<file path="src/rtl/prod_pkg.sv">
// Shared types and constants for the product stock controller and its counters.
package prod_pkg;

  localparam int PROD_CNT_W     = 4;
  localparam int MAX_STOCK_DEF  = 15;
  localparam int LOW_THRESH_DEF = 3;

  typedef enum logic [1:0] {
    IDLE     = 2'd0,
    CHECK    = 2'd1,
    DISPENSE = 2'd2,
    DONE     = 2'd3
  } prod_state_e;

endpackage

</file>
<file path="src/rtl/prod_stock_ctr.sv">
// One saturating 4-bit stock counter; reset loads INIT_STOCK.
// A simultaneous inc and dec cancel out, so the count is left unchanged.
module prod_stock_ctr
  import prod_pkg::*;
#(
  parameter int MAX_STOCK  = MAX_STOCK_DEF,
  parameter int INIT_STOCK = 9
) (
  input  logic                  clk,
  input  logic                  rst,
  input  logic                  inc,
  input  logic                  dec,
  output logic [PROD_CNT_W-1:0] count
);

  localparam logic [PROD_CNT_W-1:0] MAX_V  = PROD_CNT_W'(MAX_STOCK);
  localparam logic [PROD_CNT_W-1:0] INIT_V = PROD_CNT_W'(INIT_STOCK);

  logic [PROD_CNT_W-1:0] count_reg;
  logic [PROD_CNT_W-1:0] count_next;

  always_comb begin
    count_next = count_reg;
    if (inc && !dec) begin
      if (count_reg < MAX_V) count_next = count_reg + 1'b1;
    end else if (dec && !inc) begin
      if (count_reg != '0) count_next = count_reg - 1'b1;
    end
  end

  always_ff @(posedge clk or negedge rst) begin
    if (!rst) count_reg <= INIT_V;
    else      count_reg <= count_next;
  end

  assign count = count_reg;

endmodule

</file>
<file path="src/rtl/prod_stock_ctrl.sv">
// Vending-machine inventory controller: per-product stock counters, four-phase dispense
// handshake and motor pulse. Optional low-stock flag enabled by PROD_STOCK_LOW_WARN_EN.
module prod_stock_ctrl
  import prod_pkg::*;
#(
  parameter int NUM_PROD    = 4,
  parameter int MAX_STOCK   = MAX_STOCK_DEF,
  parameter int INIT_STOCK  = 9,
  parameter int DISP_CYCLES = 4,
  parameter int LOW_THRESH  = LOW_THRESH_DEF
) (
  input  logic                        clk,
  input  logic                        rst,
  input  logic [$clog2(NUM_PROD)-1:0] sel,
  input  logic                        disp_req,
  output logic                        disp_ack,
  output logic                        disp_ok,
  output logic                        motor,
  input  logic                        restock,
  output logic                        busy,
  output logic [PROD_CNT_W-1:0]       prod_count_current,
  output logic                        stock_low
);

  localparam int SEL_W = $clog2(NUM_PROD);
  localparam int CYC_W = (DISP_CYCLES > 1) ? $clog2(DISP_CYCLES) : 1;
  localparam logic [CYC_W-1:0]      CYC_LOAD = CYC_W'(DISP_CYCLES - 1);
  localparam logic [PROD_CNT_W-1:0] INIT_V   = PROD_CNT_W'(INIT_STOCK);

  if (NUM_PROD < 2 || MAX_STOCK > 15 || INIT_STOCK > MAX_STOCK ||
      DISP_CYCLES < 1 || LOW_THRESH > 15) begin : g_param_check
    $error("prod_stock_ctrl: illegal parameter combination");
  end

  prod_state_e           state_reg, state_next;
  logic [CYC_W-1:0]      cyc_reg, cyc_next;
  logic [SEL_W-1:0]      psel_reg, psel_next;
  logic                  disp_ok_reg, disp_ok_next;
  logic                  disp_ack_reg, motor_reg, busy_reg;
  logic [PROD_CNT_W-1:0] pcc_reg;
  logic                  dec_fire;
  logic [PROD_CNT_W-1:0] count [NUM_PROD];

  genvar gi;
  for (gi = 0; gi < NUM_PROD; gi++) begin : g_ctr
    prod_stock_ctr #(
      .MAX_STOCK (MAX_STOCK),
      .INIT_STOCK(INIT_STOCK)
    ) u_ctr (
      .clk  (clk),
      .rst  (rst),
      .inc  (restock && (sel == SEL_W'(gi))),
      .dec  (dec_fire && (psel_reg == SEL_W'(gi))),
      .count(count[gi])
    );
  end

  always_comb begin
    state_next   = state_reg;
    cyc_next     = cyc_reg;
    psel_next    = psel_reg;
    disp_ok_next = disp_ok_reg;
    dec_fire     = 1'b0;
    case (state_reg)
      IDLE: begin
        disp_ok_next = 1'b0;
        if (disp_req) begin
          psel_next  = sel;
          state_next = CHECK;
        end
      end
      CHECK: begin
        if (count[psel_reg] == '0) begin
          state_next   = DONE;
          disp_ok_next = 1'b0;
        end else begin
          state_next = DISPENSE;
          cyc_next   = CYC_LOAD;
        end
      end
      DISPENSE: begin
        if (cyc_reg == '0) begin
          state_next   = DONE;
          dec_fire     = 1'b1;
          disp_ok_next = 1'b1;
        end else begin
          cyc_next = cyc_reg - 1'b1;
        end
      end
      DONE: begin
        if (!disp_req) begin
          state_next   = IDLE;
          disp_ok_next = 1'b0;
        end
      end
      default: state_next = IDLE;
    endcase
  end

  // Outputs are registered from the next state so they align with the state register.
  always_ff @(posedge clk or negedge rst) begin
    if (!rst) begin
      state_reg    <= IDLE;
      cyc_reg      <= '0;
      psel_reg     <= '0;
      disp_ok_reg  <= 1'b0;
      disp_ack_reg <= 1'b0;
      motor_reg    <= 1'b0;
      busy_reg     <= 1'b0;
      pcc_reg      <= INIT_V;
    end else begin
      state_reg    <= state_next;
      cyc_reg      <= cyc_next;
      psel_reg     <= psel_next;
      disp_ok_reg  <= disp_ok_next;
      disp_ack_reg <= (state_next == DONE);
      motor_reg    <= (state_next == DISPENSE);
      busy_reg     <= (state_next != IDLE);
      pcc_reg      <= count[sel];
    end
  end

  assign disp_ack           = disp_ack_reg;
  assign disp_ok            = disp_ok_reg;
  assign motor              = motor_reg;
  assign busy               = busy_reg;
  assign prod_count_current = pcc_reg;

`ifdef PROD_STOCK_LOW_WARN_EN
  localparam logic [PROD_CNT_W-1:0] LOW_V = PROD_CNT_W'(LOW_THRESH);
  logic stock_low_reg;

  always_ff @(posedge clk or negedge rst) begin
    if (!rst) stock_low_reg <= 1'b0;
    else      stock_low_reg <= (count[sel] != '0) && (count[sel] <= LOW_V);
  end

  assign stock_low = stock_low_reg;
`else
  assign stock_low = 1'b0;
`endif

endmodule
</file>
<file path="config.mk">
export PLATFORM = sky130hd
export DESIGN_NAME = prod_stock_ctrl
export DESIGN_NICKNAME = d
export VERILOG_FILES = /design/src/rtl/prod_pkg.sv /design/src/rtl/prod_stock_ctr.sv /design/src/rtl/prod_stock_ctrl.sv
export SDC_FILE = /design/constraint.sdc
export NUM_CORES = 1
export LEC_CHECK = 0
export ABC_AREA = 1
export CAP_MARGIN = 20
export CORE_AREA = 2 2 62 64
export DETAILED_ROUTE_END_ITERATION = 8
export DIE_AREA = 0 0 64 66
export GPL_TIMING_DRIVEN = 0
export PLACE_DENSITY = 0.88
export SLEW_MARGIN = 0
export SYNTH_ARGS = -nofsm -noshare
export SYNTH_HDL_FRONTEND = slang
export SYNTH_SLANG_ARGS = --single-unit
</file>
<file path="constraint.sdc">
create_clock -name clk -period 4.8 [get_ports clk]
set_input_delay 0.72 -clock clk [delete_from_list [all_inputs] [get_ports clk]]
set_output_delay 0.72 -clock clk [all_outputs]
set_load 0.03 [all_outputs]
</file>
==> run metrics <==
relative slew slack 66.7%; # setup viols final 0; Worst Skew 4.23 ps; Post-synth EDFFs 0; post-route clock period utilization 49.4%; DR vias 1744; R2R Setup Slk 2690 ps; Area Overhead vs Synth 13.0%; Fillers 304; GRT Residual Overflow 0; final RePlAce weighted congestion 0.888; wl on met1 1750 um; Pleak 1.19 nW; RSZ-0062 raised after global routing no; worst min-delay path category reg2reg; worst-case clock buffer depth 2; Setup Buffers After CTS 0; DRT iter0 DRCs 64; WL final 3740 um; final net count 307; fmax 421 MHz; clk sink count 30; worst slew pin tran 499 ps; syn nets 286; die extent in x 64 um; Seq cells post-synth 30; # DRC 0; Crit Path Max Fanout 6; # IOs 15; peak supply drop 0.000401 V; total negative slack 0 ps; area post-placement 2250 um^2; part of the power in the clock network 11.1%; H-tree levels 2; Critical Path End Type register; sw frac 46.1%; top cells by area, synth dfrtp_1, nand2_1, dfstp_2; row count 22; CP Data Required Time 5070 ps; outcome completed; CTS tree done; sw power 0.659 mW; min Tclk post-route 2370 ps; Startpoint Class input pin; number of global-route vias before repair 1586; post-cts resize count 0; die footprint 4220 um^2; Yosys warnings 0; Comb pwr share 52.1%; share of flip-flops with an asynchronous set or reset 100%; Core ar. 3550 um^2; Skew-Pair Late Insertion Delay 330 ps; share of layout cells above drive strength 1 14.0%; WL per Instance 11.0 um; largest net degree at the start of global routing 21; detailed placer's ending HPWL 2960 um; post-route cell area 2310 um^2; P_int 0.771 mW; crit path DAT 2640 ps; met2 WL 1730 um; Crit Path Class in2reg; number of flip-flops in the largest register 16; I/O Buffers 13; Synth top area share 24.5%; Netlist cell types 31; diode count 0; Num CTS Buffers 5; post-route ant nets 0; Avg Inst Size Synth 7.53 um^2; Post-Syn Area 2040 um^2; met3 routed WL 175 um; die height 66 um; CTS Hold Bufs 0; DRT Pass-1 Iters 4; max-slew violation count 0; Sequential Power Share 36.9%; Tot Pwr 1.43 mW; Clock transition at path regs 90 ps; final hold violations 0; Max-cap violations 0; Synth Flop Type dfrtp_1; Syn Inst Count 271; total power divided by cell area 620 nW/um^2; antenna violations before repair 0; vias per cell 5.11; CTS root buffer clkbuf_4; sequential-to-total area share from yosys stat 37.4%; highest routed metal layer met4; global-route wire length before repair 6660 um; most area-hungry cell type in the Yosys netlist dfrtp_1; initial core utilization 57.5%; GRT Resource Usage Total 20.7%
power by group through the flow:
stage,registers (mW),clock network [mW],logic [mW]
2_1_floorplan,0.555,0,0.536
3_3_place_gp,0.525,0,0.719
3_5_place_dp,0.530,0,0.746
4_1_cts,0.526,0.162,0.750
5_1_grt,0.543,0.178,0.847
6_report,0.527,0.158,0.745
cell usage after synthesis, types with 2 or more instances:
master,number
a21oi_1,5
a22oi_1,4
dfrtp_1,20
dfstp_2,10
ha_1,9
inv_1,49
inv_2,3
nand2_1,71
nand2_2,5
nand2_4,3
nand3_1,28
nand3_2,2
nand3b_1,5
nand4_1,7
nor2_1,15
o21ai_0,7
o21ai_1,3
o21ai_2,2
o221ai_1,4
xnor2_1,2
xor2_1,6
xor2_2,2
final timing paths:
kind | start | end | cells past startpoint
max in group asynchronous | rst | g_ctr[2].u_ctr.count[3] | 2
worst max register to register | cyc_reg[0] | g_ctr[1].u_ctr.count[2] | 11
worst max-delay path | sel[1] | g_ctr[2].u_ctr.count[3] | 11
worst min-delay path | disp_ok | disp_ok | 2
worst min register to register | disp_ok | disp_ok | 2
min in group asynchronous | rst | motor | 1
cells by family after synthesis:
family | synth area share [%]
flops | 37.4
buf+inv | 10.1
other cells | 0.184
fa+ha+maj | 5.51
simple gates | 32.8
compound gates | 8.95
xor+xnor | 5.02
cells in the final DEF (no fill, tap or decap), types with 2 or more instances in the layout:
cell / instances
a21oi_1: 5
nor2_1: 15
nand2_4: 3
inv_1: 49
dfstp_2: 10
a22oi_1: 4
nand3b_1: 5
o221ai_1: 4
dfrtp_1: 20
clkbuf_4: 5
xnor2_1: 2
xor2_1: 6
nand2_1: 71
xor2_2: 2
o21ai_0: 7
o21ai_2: 2
clkdlybuf4s50_1: 13
nand3_1: 28
ha_1: 9
inv_2: 3
nand4_1: 7
nand2_2: 5
nand3_2: 2
o21ai_1: 3
layer usage:
| layer | track usage [%] | vias up |
|---|---|---|
| met1 | 25.1 | 794 |
| met3 | 5.96 | 6 |
| met2 | 33.2 | 33 |
| met4 | 10.9 | 0 |
| li1 | - | 911 |
| met5 | 0 | - |
worst max-delay path, cell delays in order:
cell             delay (ps)
clkdlybuf4s50_1         560
nand2_1                 180
nor2_1                  240
o21ai_4                 120
ha_1                    340
nand2_1                  50
nand3b_1                180
nand2_1                  80
nand2_1                  50
nand3_1                  60
nand2_1                  50
cell type report:
cell class | count | area [um^2] | area share, %
Clock buffer | 7 | 55.1 | 2.39
Buffer | 1 | 7.51 | 0.325
Inverter | 53 | 199 | 8.62
Clock inverter | 1 | 5.00 | 0.217
Timing Repair Buffer | 14 | 145 | 6.29
Multi-Input combinational cell | 187 | 1070 | 46.5
Sequential cell | 30 | 763 | 33.1
Tap cell | 48 | 60.1 | 2.60
through the flow:
stage | util, % | hold WS [ps] | worst slack (ps) | std cells
3_3_place_gp | 62.9 | 459 | 2170 | 332
4_1_cts | 65.0 | 485 | 2470 | 341
2_1_floorplan | - | 424 | 2790 | 271
6_report | 65.0 | 481 | 2430 | 341
5_1_grt | 65.0 | 518 | 2330 | 341
3_5_place_dp | 63.3 | 464 | 2110 | 333
No activity file was read; power rests on OpenSTA's default activity.
